## src/rtl/pc_ctrl.sv

```systemverilog
// pc_ctrl: front-end sequencing controller for the PC register.
// It picks one redirect source (trap > EX > ID) and drives the PC
// register's jump_en/jump_addr inputs. To stall, it jumps to the current PC.
// It defers a redirect while the instruction bus is busy and generates the
// IF/ID and ID/EX flush/stall controls. It also counts applied redirects.
//
// Ports:
//   clk, rst_n          clock, asynchronous active-low reset
//   pc_i                current PC register output
//   trap_req_i/addr_i   trap request (level, held until trap_ack_o) and vector
//   ex_jump_en_i/addr_i EX-stage branch/JALR redirect
//   id_jump_en_i/addr_i ID-stage JAL redirect
//   load_use_stall_i    load-use hazard from decode
//   ifetch_busy_i       instruction bus cannot accept a new address
//   jump_en_o/addr_o    to PC register
//   flush_ifid_o        invalidate IF/ID on next edge
//   flush_idex_o        bubble into ID/EX on next edge
//   stall_ifid_o        hold IF/ID
//   trap_ack_o          one-cycle pulse when the trap vector is applied
//   redirect_cnt_o      applied-redirect counter (wraps)
module pc_ctrl #(
    parameter int unsigned ADDR_WIDTH = 32,
    parameter int unsigned CNT_WIDTH  = 16
) (
    input  logic                  clk,
    input  logic                  rst_n,
    input  logic [ADDR_WIDTH-1:0] pc_i,
    input  logic                  trap_req_i,
    input  logic [ADDR_WIDTH-1:0] trap_addr_i,
    input  logic                  ex_jump_en_i,
    input  logic [ADDR_WIDTH-1:0] ex_jump_addr_i,
    input  logic                  id_jump_en_i,
    input  logic [ADDR_WIDTH-1:0] id_jump_addr_i,
    input  logic                  load_use_stall_i,
    input  logic                  ifetch_busy_i,
    output logic                  jump_en_o,
    output logic [ADDR_WIDTH-1:0] jump_addr_o,
    output logic                  flush_ifid_o,
    output logic                  flush_idex_o,
    output logic                  stall_ifid_o,
    output logic                  trap_ack_o,
    output logic [CNT_WIDTH-1:0]  redirect_cnt_o
);

    typedef enum logic {ST_RUN, ST_PEND} state_t;
    // A larger encoding means a higher priority, so a plain compare can rank requests.
    typedef enum logic [1:0] {SRC_ID = 2'd0, SRC_EX = 2'd1, SRC_TRAP = 2'd2} src_t;

    state_t                state_q, state_d;
    src_t                  pend_src_q, pend_src_d;
    logic [ADDR_WIDTH-1:0] pend_addr_q, pend_addr_d;
    logic [CNT_WIDTH-1:0]  cnt_q;
    logic                  cnt_inc;

    logic                  win_vld;
    src_t                  win_src;
    logic [ADDR_WIDTH-1:0] win_addr;
    logic                  win_higher;
    src_t                  app_src;

    // Priority select among the redirect sources.
    always_comb begin
        win_vld  = 1'b1;
        win_src  = SRC_ID;
        win_addr = id_jump_addr_i;
        if (trap_req_i) begin
            win_src  = SRC_TRAP;
            win_addr = trap_addr_i;
        end else if (ex_jump_en_i) begin
            win_src  = SRC_EX;
            win_addr = ex_jump_addr_i;
        end else if (!id_jump_en_i) begin
            win_vld  = 1'b0;
        end
    end

    assign win_higher = win_vld && (win_src > pend_src_q);

    always_comb begin
        state_d      = state_q;
        pend_src_d   = pend_src_q;
        pend_addr_d  = pend_addr_q;
        cnt_inc      = 1'b0;
        app_src      = pend_src_q;
        jump_en_o    = 1'b0;
        jump_addr_o  = '0;
        flush_ifid_o = 1'b0;
        flush_idex_o = 1'b0;
        stall_ifid_o = 1'b0;
        trap_ack_o   = 1'b0;

        unique case (state_q)
            ST_RUN: begin
                if (win_vld) begin
                    jump_en_o    = 1'b1;
                    flush_ifid_o = 1'b1;
                    flush_idex_o = (win_src != SRC_ID);
                    if (!ifetch_busy_i) begin
                        jump_addr_o = win_addr;
                        trap_ack_o  = (win_src == SRC_TRAP);
                        cnt_inc     = 1'b1;
                    end else begin
                        jump_addr_o = pc_i;
                        pend_addr_d = win_addr;
                        pend_src_d  = win_src;
                        state_d     = ST_PEND;
                    end
                end else if (ifetch_busy_i || load_use_stall_i) begin
                    jump_en_o    = 1'b1;
                    jump_addr_o  = pc_i;
                    stall_ifid_o = 1'b1;
                    flush_idex_o = load_use_stall_i;
                end
            end
            ST_PEND: begin
                jump_en_o    = 1'b1;
                flush_ifid_o = 1'b1;
                flush_idex_o = 1'b1;
                if (ifetch_busy_i) begin
                    jump_addr_o = pc_i;
                    if (win_higher) begin
                        pend_addr_d = win_addr;
                        pend_src_d  = win_src;
                    end
                end else begin
                    jump_addr_o = win_higher ? win_addr : pend_addr_q;
                    app_src     = win_higher ? win_src : pend_src_q;
                    trap_ack_o  = (app_src == SRC_TRAP);
                    cnt_inc     = 1'b1;
                    state_d     = ST_RUN;
                end
            end
            default: state_d = ST_RUN;
        endcase
    end

    always_ff @(posedge clk or negedge rst_n) begin
        if (!rst_n) begin
            state_q     <= ST_RUN;
            pend_src_q  <= SRC_ID;
            pend_addr_q <= '0;
            cnt_q       <= '0;
        end else begin
            state_q     <= state_d;
            pend_src_q  <= pend_src_d;
            pend_addr_q <= pend_addr_d;
            if (cnt_inc) cnt_q <= cnt_q + 1'b1;
        end
    end

    assign redirect_cnt_o = cnt_q;

endmodule

```

## config.mk

```make
export PLATFORM = sky130hd
export DESIGN_NAME = pc_ctrl
export DESIGN_NICKNAME = d
export VERILOG_FILES = /design/src/rtl/pc_ctrl.sv
export SDC_FILE = /design/constraint.sdc
export NUM_CORES = 1
export LEC_CHECK = 0
export ABC_CLOCK_PERIOD_IN_PS = 5000
export CAP_MARGIN = 20
export CORE_MARGIN = 2
export CORE_UTILIZATION = 29
export CTS_BUF_LIST = sky130_fd_sc_hd__clkbuf_2 sky130_fd_sc_hd__clkbuf_4 sky130_fd_sc_hd__clkbuf_8
export CTS_CLUSTER_SIZE = 12
export DETAILED_ROUTE_END_ITERATION = 8
export GPL_TIMING_DRIVEN = 0
export HOLD_SLACK_MARGIN = 0.1
export PLACE_DENSITY = 0.73
export SETUP_SLACK_MARGIN = 0.2
export SLEW_MARGIN = 20
export SYNTH_ARGS = -nofsm -noshare
export SYNTH_HDL_FRONTEND = slang
export SYNTH_SLANG_ARGS = --single-unit
```

## constraint.sdc

```tcl
create_clock -name clk -period 5 [get_ports clk]
set_input_delay 1 -clock clk [delete_from_list [all_inputs] [get_ports clk]]
set_output_delay 1 -clock clk [all_outputs]
set_load 0.01 [all_outputs]
```

==> out/metrics.cfg, run 1 <==
[outcome]
status = complete, no violations

[yosys]
syn-cell-area_um2 = 3470
async_reset_ff_frac = 1.00
synth_nets = 520
avgSynthCellArea_um2 = 9.11
yosysMostFrequentCell = mux2i_1
yosysWarnings = 0
synth_seq_cells = 51
ys_seq_area_frac = 0.368
synth-main-ff-cell = dfrtp_1
synth_top_area_share = 0.368
synth_area_leader_cell = dfrtp_1
yosys-top-cells-area = dfrtp_1 (37%), mux2i_1 (19%), a22oi_1 (6.9%)
synth-edff-count = 0
ys_top_cells_by_count = mux2i_1 (66), dfrtp_1 (51), nor2_1 (39)
synth_cell_type_count = 40
synth_cells = 381

[grt]
track_usage = 0.184
grt_start_max_net_pins = 52
antenna_found_initial = 0
overflow = 0
grt_pass1_wl_um = 18900
grt_pass1_vias = 3841

[routing]
vias = 3580
first_pass_iters = 4
first_iter_violations = 201
ant_nets = 0
drt-wirelength-per-cell_um = 16.6
routed_wl_um = 12000
via_per_inst = 4.97
route.detailed.drc = 0

[timing]
min_period_ns = 4.65
finalClockSkew_ns = 0.0119
relSlewSlack = 0.551
drv_slew = 0
fin_crit_sh = 0.929
hold_ws_ns = 0.488
hold_viol_final = 0
setup_viol = 0
worst_slew_pin_slew_ns = 0.673
grt_setup_unrepaired = false
clock.fmax_mhz = 215
finalWorstSetupSlack_ns = 0.354

[job]
maxCapViolations = 0

[finish]
num_antenna_cells = 0
nNetsFinal = 715
fin_cells = 720
area_delta_synth_final_pct = 62.6
fin_util = 0.488
drive_gt1_frac = 0.0711

[placed_design]
io_buffer_count = 186
pre_cts_ws_ns = -0.796
place_congestion = 0.793
place_inst = 710
dp_hpwl_um = 9060

[critical_path]
cp-start-kind = primary input
worstPathCellList = clkdlybuf4s50_1 -> buf_6 -> clkbuf_8 -> inv_1 -> ha_1 -> o21bai_4 -> nand2_2 -> a211o_4 -> clkbuf_4 -> o21ai_0 -> dlygate4sd2_1
max_stage_delay_ns = 0.51
crit_required_ns = 4.00
critical_path_class = primary input to output port
critPathSlowestCell = clkdlybuf4s50_1
worstPathArrival_ns = 3.65
crit_fanout = 10
cp-end-kind = output port

[clock_network]
cts_buffers = 5
clockBufferDepth = 2
worstSkewPairLatency_ns = 0.32
clock_sinks = 51
cts_tree = done
clkSlewWorstSetupHoldPaths_ns = 0.11
holdBufCountCts = 0
htreeDepth = 2
cts_root_buf = clkbuf_8

[power_and_ir_drop]
irDropWorstVdd_v = 0.000106
power_leakage_uw = 0.00255
powerDensity_nw_per_um2 = 262
power_uw = 1480

[floorplanning]
die_w_um = 113
core_um2 = 11600
die-height_um = 113
start_util = 0.300
rows = 39
fp.dieArea_um2 = 12900
num_io_pins = 188

[worst_hold_path]
hold_path.class = flop to flop

==> final cells by class <==
| type | instances | area, um2 |
|---|---|---|
| fillers | 1092 | 5920 |
| clock inverters | 3 | 27.5 |
| inverters | 39 | 146 |
| plain buffers | 27 | 216 |
| multi-input cells | 264 | 1890 |
| clock buffers | 5 | 68.8 |
| repair buffers | 188 | 1840 |
| flip-flops and latches | 51 | 1280 |
| well taps | 143 | 179 |
==> metrics by stage <==
| step | TNS (ns) | instance area (um2) |
|---|---|---|
| finish | 0 | 5640 |
| global route | 0 | 5640 |
| CTS | 0 | 5640 |
| detailed placement | -20.69 | 5510 |
| global placement | -18.49 | 5510 |
| floorplan | 0 | 3470 |
==> final timing paths <==
check | from | end | slack (ns) | cells after the start
min in group asynchronous | rst_n | pend_addr_q[26] | 0.71 | 1
min | redirect_cnt_o[15] | redirect_cnt_o[15] | 0.49 | 1
max | trap_req_i | jump_addr_o[30] | 0.35 | 11
min reg2reg | redirect_cnt_o[15] | redirect_cnt_o[15] | 0.49 | 1
max reg2reg | pend_src_q[1] | pend_addr_q[4] | 2.87 | 7
max in group asynchronous | rst_n | pend_addr_q[12] | 3.84 | 1
==> cells by family after synthesis <==
kind of cell    Yosys count  synth area share
xor+xnor                 15            0.0379
compound gates          106             0.189
buf+inv                  66            0.0956
simple gates             72             0.102
mux                      67             0.194
flops                    51             0.368
fa+ha+maj                 4            0.0144
==> what timing repair did <==
action | CTS | global route
buffers inserted | 2 | 0
endpoints found under the hold margin | 0 | 0
pin swaps | 2 | 0
endpoints found under the setup margin | 33 | 2
gates resized for setup | 49 | 2
==> power breakdown <==
part | internal [uW] | total, uW | switching, uW
sequential | 514 | 600 | 86.3
combinational | 338 | 609 | 272
clock | 104 | 268 | 163
==> placed cells by master (no fill, tap or decap), types with 2 or more instances in the layout <==
cell type / instances
dlygate4sd2_1: 30
mux2i_1: 66
dfrtp_1: 51
nand3_1: 5
nor2_1: 39
buf_2: 2
xnor2_1: 9
buf_8: 3
clkbuf_1: 7
inv_1: 38
nand2_1: 9
ha_1: 4
o21ai_0: 25
xor2_1: 6
nand4_1: 6
a22oi_1: 32
buf_4: 6
dlymetal6s2s_1: 2
and3_1: 2
clkbuf_8: 6
a21oi_1: 33
and4_1: 3
buf_6: 6
clkbuf_4: 3
o21ai_1: 8
clkdlybuf4s50_1: 153
==> metal layers <==
metal / up-vias / global-route usage / share of wire
met4: 0 / 0.0496 / 0.018
li1: 1723 / - / -
met1: 1689 / 0.221 / 0.42
met5: - / 0 / 0
met2: 152 / 0.335 / 0.50
met3: 16 / 0.0393 / 0.066
==> registers in the layout (all words and copies together), names as in the netlist <==
register and cells:
pend_addr_q 32, pend_src_q 2, redirect_cnt_o 16, state_q 1
==> critical path, delay by kind of cell <==
| family | cells | cell delay (ns) |
|---|---|---|
| AOI/OAI and AO/OA | 3 | 0.75 |
| and+or+nand+nor | 1 | 0.11 |
| adders and majority gates | 1 | 0.34 |
| buffers and inverters | 6 | 1.43 |
Note: power is estimated with default switching activity, not from simulation.
==> run 2: changes to the inputs <==
Settings changed: ABC_CLOCK_PERIOD_IN_PS 5000 to 4900, HOLD_SLACK_MARGIN 0.1 to 0.06.
Clock period 5 ns to 4.9 ns, I/O delays scaled along.
==> run 2 against run 1 <==
Combinational power up 2%. Routed wire length about the same. Critical endpoint is now jump_addr_o[22]. Highest routed layer unchanged. Clock skew shrank 0.00050 ns. Clock power grew 2%. Sequential share of layout area is essentially flat. Power is 2.0% higher.
==> out/metrics.cfg, run 2 (same netlist as run 1, synthesis figures left out) <==
[outcome]
status = complete, no violations

[critical_path]
worstPathArrival_ns = 3.62  ; -0.03 ns
r2r_cells = 7  ; unchanged
cp-start-kind = primary input
cp-end-kind = output port
critical_path_class = primary input to output port
crit_required_ns = 3.92  ; -0.08 ns
crit_fanout = 10  ; unchanged

[routing]
first_pass_iters = 4  ; unchanged
via_per_inst = 4.96  ; -0.28%
route.detailed.drc = 0  ; unchanged
first_iter_violations = 196  ; -2.5%
routed_wl_um = 12000  ; about the same
drt-wirelength-per-cell_um = 16.6  ; about the same
vias = 3570  ; -0.28%
ant_nets = 0  ; unchanged

[placed_design]
post_dp_cell_area_um2 = 5510  ; unchanged
io_buffer_count = 186  ; unchanged
dp_hpwl_um = 9060  ; unchanged
pre_cts_ws_ns = -0.856  ; -0.0600 ns
place_congestion = 0.793  ; unchanged

[timing]
grt_setup_unrepaired = true
finalWorstSetupSlack_ns = 0.301  ; -0.0528 ns
finalSetupTns_ns = 0  ; unchanged
setup_viol = 0  ; unchanged
fin_crit_sh = 0.939
drv_slew = 0  ; unchanged
finalClockSkew_ns = 0.0114  ; -0.000502 ns
min_period_ns = 4.60
clock.fmax_mhz = 217
hold_viol_final = 0  ; unchanged
worst_slew_pin_slew_ns = 0.674  ; +0.00126 ns
relSlewSlack = 0.550  ; -0.000842

[finish]
largest_reg_flops = 32  ; unchanged
nNetsFinal = 715  ; unchanged
final_cell_mix = clkdlybuf4s50_1 (153), mux2i_1 (66), dfrtp_1 (51)
regMostFlops = pend_addr_q
seq_area_um2 = 1280  ; unchanged
num_antenna_cells = 0  ; unchanged
nFillCells = 1093  ; +0.092%
final_common_cell = clkdlybuf4s50_1
finish.instance_area_um2 = 5630  ; -0.16%
area_delta_synth_final_pct = 62.4
drive_gt1_frac = 0.0780  ; +0.00693
multi_input_area_um2 = 1890  ; unchanged

[clock_network]
cts_tree = done
worstSkewPairLatency_ns = 0.32  ; about the same
cts_buffers = 5  ; unchanged
clkSlewWorstSetupHoldPaths_ns = 0.11  ; about the same
clock_sinks = 51  ; unchanged
clockBufferDepth = 2  ; unchanged
htreeDepth = 2  ; unchanged
holdBufCountCts = 0  ; unchanged
cts_root_buf = clkbuf_8

[grt]
grt_pass1_vias = 3841  ; unchanged
overflow = 0  ; unchanged
grt_start_max_net_pins = 52  ; unchanged
grt_pass1_wl_um = 18900  ; unchanged
antenna_found_initial = 0  ; unchanged
track_usage = 0.184  ; unchanged

[power_and_ir_drop]
seq_power_share = 0.406  ; about the same
p_clk_frac = 0.181  ; about the same
irDropWorstVdd_v = 0.000108  ; +1.9%
power_leakage_uw = 0.00254  ; -0.49%
p_switching_uw = 532  ; +2.0%
p_int_uw = 975  ; +2.0%
sw_frac_of_total = 0.353  ; about the same
p_comb_frac = 0.413  ; about the same
powerDensity_nw_per_um2 = 267  ; +2.2%

[job]
maxCapViolations = 0  ; unchanged

[floorplanning]
die-height_um = 113  ; unchanged
die_w_um = 113  ; unchanged
fp.dieArea_um2 = 12900  ; unchanged
start_util = 0.300  ; unchanged
core_um2 = 11600  ; unchanged
num_io_pins = 188  ; unchanged
rows = 39  ; unchanged

[worst_hold_path]
hold_path_depth = 1  ; unchanged
hold_path.class = flop to flop

## run 2: cell count changes in the layout (fill, tap and decap cells not counted)
cell / change
dlygate4sd2_1: -9
clkdlybuf4s15_1: +5
clkbuf_2: +4
o21ai_0: -1
o21ai_1: +1
## run 2: power groups by stage
stage	Sequential [uW]	Clock, uW	Combinational (uW)
3_5_place_dp	616	0	641
4_1_cts	611	278	630
5_1_grt	626	292	686
3_3_place_gp	612	0	625
2_1_floorplan	607	0	305
6_report	612	273	622
## run 2: routing by layer
metal | vias to the layer above | track usage | part of all wire
li1 | 1723 | - | -
met1 | 1677 | 0.221 | 0.41
met2 | 154 | 0.335 | 0.50
met3 | 16 | 0.0393 | 0.068
met4 | 0 | 0.0496 | 0.017
met5 | - | 0 | 0
## run 2: cell type report
type	count	area share
multi-input cells	264	0.335
repair buffers	188	0.325
flip-flops and latches	51	0.227
plain buffers	27	0.0384
well taps	143	0.0318
inverters	39	0.0260
clock buffers	5	0.0122
clock inverters	3	0.00489
## run 2: path summary, 6_finish.rpt
| check | slack (ns) | endpoint | startpoint |
|---|---|---|---|
| setup / recovery | 0.30 | jump_addr_o[22] | trap_req_i |
| hold / removal | 0.49 | redirect_cnt_o[15] | redirect_cnt_o[15] |
| setup reg to reg | 2.77 | pend_addr_q[4] | pend_src_q[1] |
| hold reg to reg | 0.49 | redirect_cnt_o[15] | redirect_cnt_o[15] |
| max in group asynchronous | 3.76 | pend_addr_q[12] | rst_n |
| min in group asynchronous | 0.70 | pend_addr_q[26] | rst_n |
## run 2: repair_timing
action	4_1_cts	5_1_grt
setup endpoints to repair	33	13
buffers inserted	2	0
pin swaps	2	0
gates cloned	0	0
resized for setup	49	20
## run 2: worst max-delay path, cell delays in order
cell	delay (ns)
clkdlybuf4s50_1	0.51
buf_6	0.15
clkbuf_8	0.18
inv_1	0.08
ha_1	0.34
o21bai_4	0.19
nand2_2	0.11
a211o_4	0.39
clkbuf_4	0.20
o21ai_0	0.19
dlygate4sd2_1	0.29
## run 2: stage by stage
stage                     hold WS [ns]  total power (uW)  instances  utilization
after floorplan                  0.494               912        381            -
after global placement           0.474              1240        710        0.476
after detailed placement         0.465              1260        710        0.476
after CTS                        0.486              1520        720        0.488
after global routing             0.532              1600        720        0.487
final                            0.488              1510        720        0.487
==> run 3: changes to the inputs <==
Settings changed: SLEW_MARGIN 20 to 30.
==> run 3 against run 2 <==
First-iteration DRC count fell by 22%. Setup slack got worse by 0.0064 ns. Maximum frequency decreased by 0.14%. Combinational power is 1% higher. Routed wire length is 0.74% lower. Die area unchanged. Clock-buffer cell count grew 1. Sequential share of layout area decreased by 0.26 points. Critical path depth is the same. Sequential power about the same. Register-to-register slack barely moved. Core utilization up 0.56 points.
==> out/metrics.cfg, run 3 (same netlist as run 1, synthesis figures left out) <==
[finish]
final_common_cell = clkdlybuf4s50_1
drive_gt1_frac = 0.0862  ; +0.00822
finish.instance_area_um2 = 5700  ; +1.2%
nNetsFinal = 718  ; +0.42%
area_delta_synth_final_pct = 64.3
largest_reg_flops = 32  ; unchanged
num_antenna_cells = 0  ; unchanged
regMostFlops = pend_addr_q
final_cell_mix = clkdlybuf4s50_1 (153), mux2i_1 (66), dfrtp_1 (51)

[routing]
via_per_inst = 4.95  ; -0.22%
wl_met2_um = 6080  ; +1.6%
wl_met3_um = 772  ; -5.7%
vias = 3577  ; +0.20%
top_layer_used = met4
routed_wl_um = 11900  ; -0.74%
first_iter_violations = 152  ; -22%
m1WireLength_um = 4860  ; -1.9%
ant_nets = 0  ; unchanged
route.detailed.drc = 0  ; unchanged
drt-wirelength-per-cell_um = 16.4  ; -1.1%
first_pass_iters = 4  ; unchanged

[critical_path]
crit_fanout = 10  ; unchanged
cp-end-kind = output port
critical_path_class = primary input to output port
crit_required_ns = 3.92  ; about the same
worstPathArrival_ns = 3.63  ; about the same
cp-start-kind = primary input

[clock_network]
clkSlewWorstSetupHoldPaths_ns = 0.10  ; about the same
cts_buffers = 5  ; unchanged
htreeDepth = 2  ; unchanged
cts_tree = done
clockBufferDepth = 2  ; unchanged
worstSkewPairLatency_ns = 0.31  ; about the same
cts_root_buf = clkbuf_8
clock_sinks = 51  ; unchanged

[timing]
hold_ws_ns = 0.489  ; +0.000798 ns
finalSetupTns_ns = 0  ; unchanged
finalClockSkew_ns = 0.0173  ; +0.00588 ns
drv_slew = 0  ; unchanged
worst_slew_pin_slew_ns = 0.635  ; -0.0389 ns
min_period_ns = 4.61  ; +0.00641 ns
relSlewSlack = 0.576  ; +0.0259
fin_crit_sh = 0.940  ; +0.00131
clock.fmax_mhz = 217  ; -0.14%
hold_viol_final = 0  ; unchanged
grt_setup_unrepaired = false
setup_viol = 0  ; unchanged

[floorplanning]
die_w_um = 113  ; unchanged
num_io_pins = 188  ; unchanged
core_um2 = 11600  ; unchanged
rows = 39  ; unchanged
start_util = 0.300  ; unchanged
fp.dieArea_um2 = 12900  ; unchanged
die-height_um = 113  ; unchanged

[placed_design]
dp_hpwl_um = 9200  ; +1.6%
io_buffer_count = 186  ; unchanged
post_dp_cell_area_um2 = 5530  ; +0.36%
place_congestion = 0.793  ; unchanged

[grt]
grt_pass1_vias = 3883  ; +1.1%
grt_start_max_net_pins = 30  ; -42%
grt_pass1_wl_um = 18900  ; about the same
overflow = 0  ; unchanged
antenna_found_initial = 0  ; unchanged
track_usage = 0.184  ; about the same

[worst_hold_path]
hold_path.class = flop to flop

[power_and_ir_drop]
powerDensity_nw_per_um2 = 273  ; +2.1%
irDropWorstVdd_v = 0.000151  ; +40%
power_leakage_uw = 0.00258  ; +1.7%

[outcome]
status = complete, no violations

[job]
maxCapViolations = 0  ; unchanged

## run 3: cell count changes in the layout (fill, tap and decap cells not counted), moves of 2 or more
cell             before  now
clkdlybuf4s15_1       5    2
o21ai_0              24   21
buf_4                 6    8
o21ai_1               9   11
## run 3: repair_timing
item                                    CTS  global route
endpoints found under the setup margin   33            32
resized for setup                        49            26
hold buffers                              0             0
pin swaps                                 2             0
cloned                                    0             0
buffers inserted                          0             4
## run 3: area by class of cell
type	instances	area, um2
fillers	1080	5870
multi-input cells	264	1900
repair buffers	191	1860
flip-flops and latches	51	1280
plain buffers	27	220
well taps	143	179
inverters	39	146
clock buffers	6	82.6
clock inverters	2	38.8
## run 3: through the flow
stage               total power (uW)  instances  setup WS [ns]  utilization
finish                          1560        723          0.294        0.493
global route                    1660        723          0.202        0.493
CTS                             1570        719          0.202        0.491
detailed placement              1260        711         -0.855        0.478
global placement                1240        710         -0.796        0.476
floorplan                        912        381          0.891            -
## run 3: report_power, final
| group | switching, uW | total, uW | internal [uW] |
|---|---|---|---|
| Combinational | 280 | 628 | 348 |
| Sequential | 86.4 | 611 | 524 |
| Clock | 150 | 319 | 168 |
| Total | 517 | 1560 | 1040 |
## run 3: critical path, stage by stage
cell	delay [ns]
clkdlybuf4s50_1	0.50
buf_6	0.15
clkbuf_8	0.18
inv_1	0.08
ha_1	0.35
o21bai_4	0.19
nand2_2	0.11
a211o_4	0.38
clkbuf_4	0.20
o21ai_0	0.18
dlygate4sd2_1	0.30
## run 3: per-layer routing
| layer | global-route usage | up-vias |
|---|---|---|
| li1 | - | 1730 |
| met1 | 0.214 | 1684 |
| met2 | 0.345 | 151 |
| met3 | 0.0388 | 12 |
| met4 | 0.0455 | 0 |
| met5 | 0 | - |
## run 3: path summary, 6_finish.rpt
| check | from | to | slack, ns | cells past startpoint |
|---|---|---|---|---|
| worst min register to register | redirect_cnt_o[15] | redirect_cnt_o[15] | 0.49 | 1 |
| worst max register to register | pend_src_q[1] | pend_addr_q[6] | 2.76 | 7 |
| max in group asynchronous | rst_n | pend_addr_q[18] | 3.88 | 2 |
| worst min-delay path | redirect_cnt_o[15] | redirect_cnt_o[15] | 0.49 | 1 |
| min in group asynchronous | rst_n | redirect_cnt_o[9] | 0.56 | 1 |
| worst max-delay path | trap_req_i | jump_addr_o[14] | 0.29 | 11 |
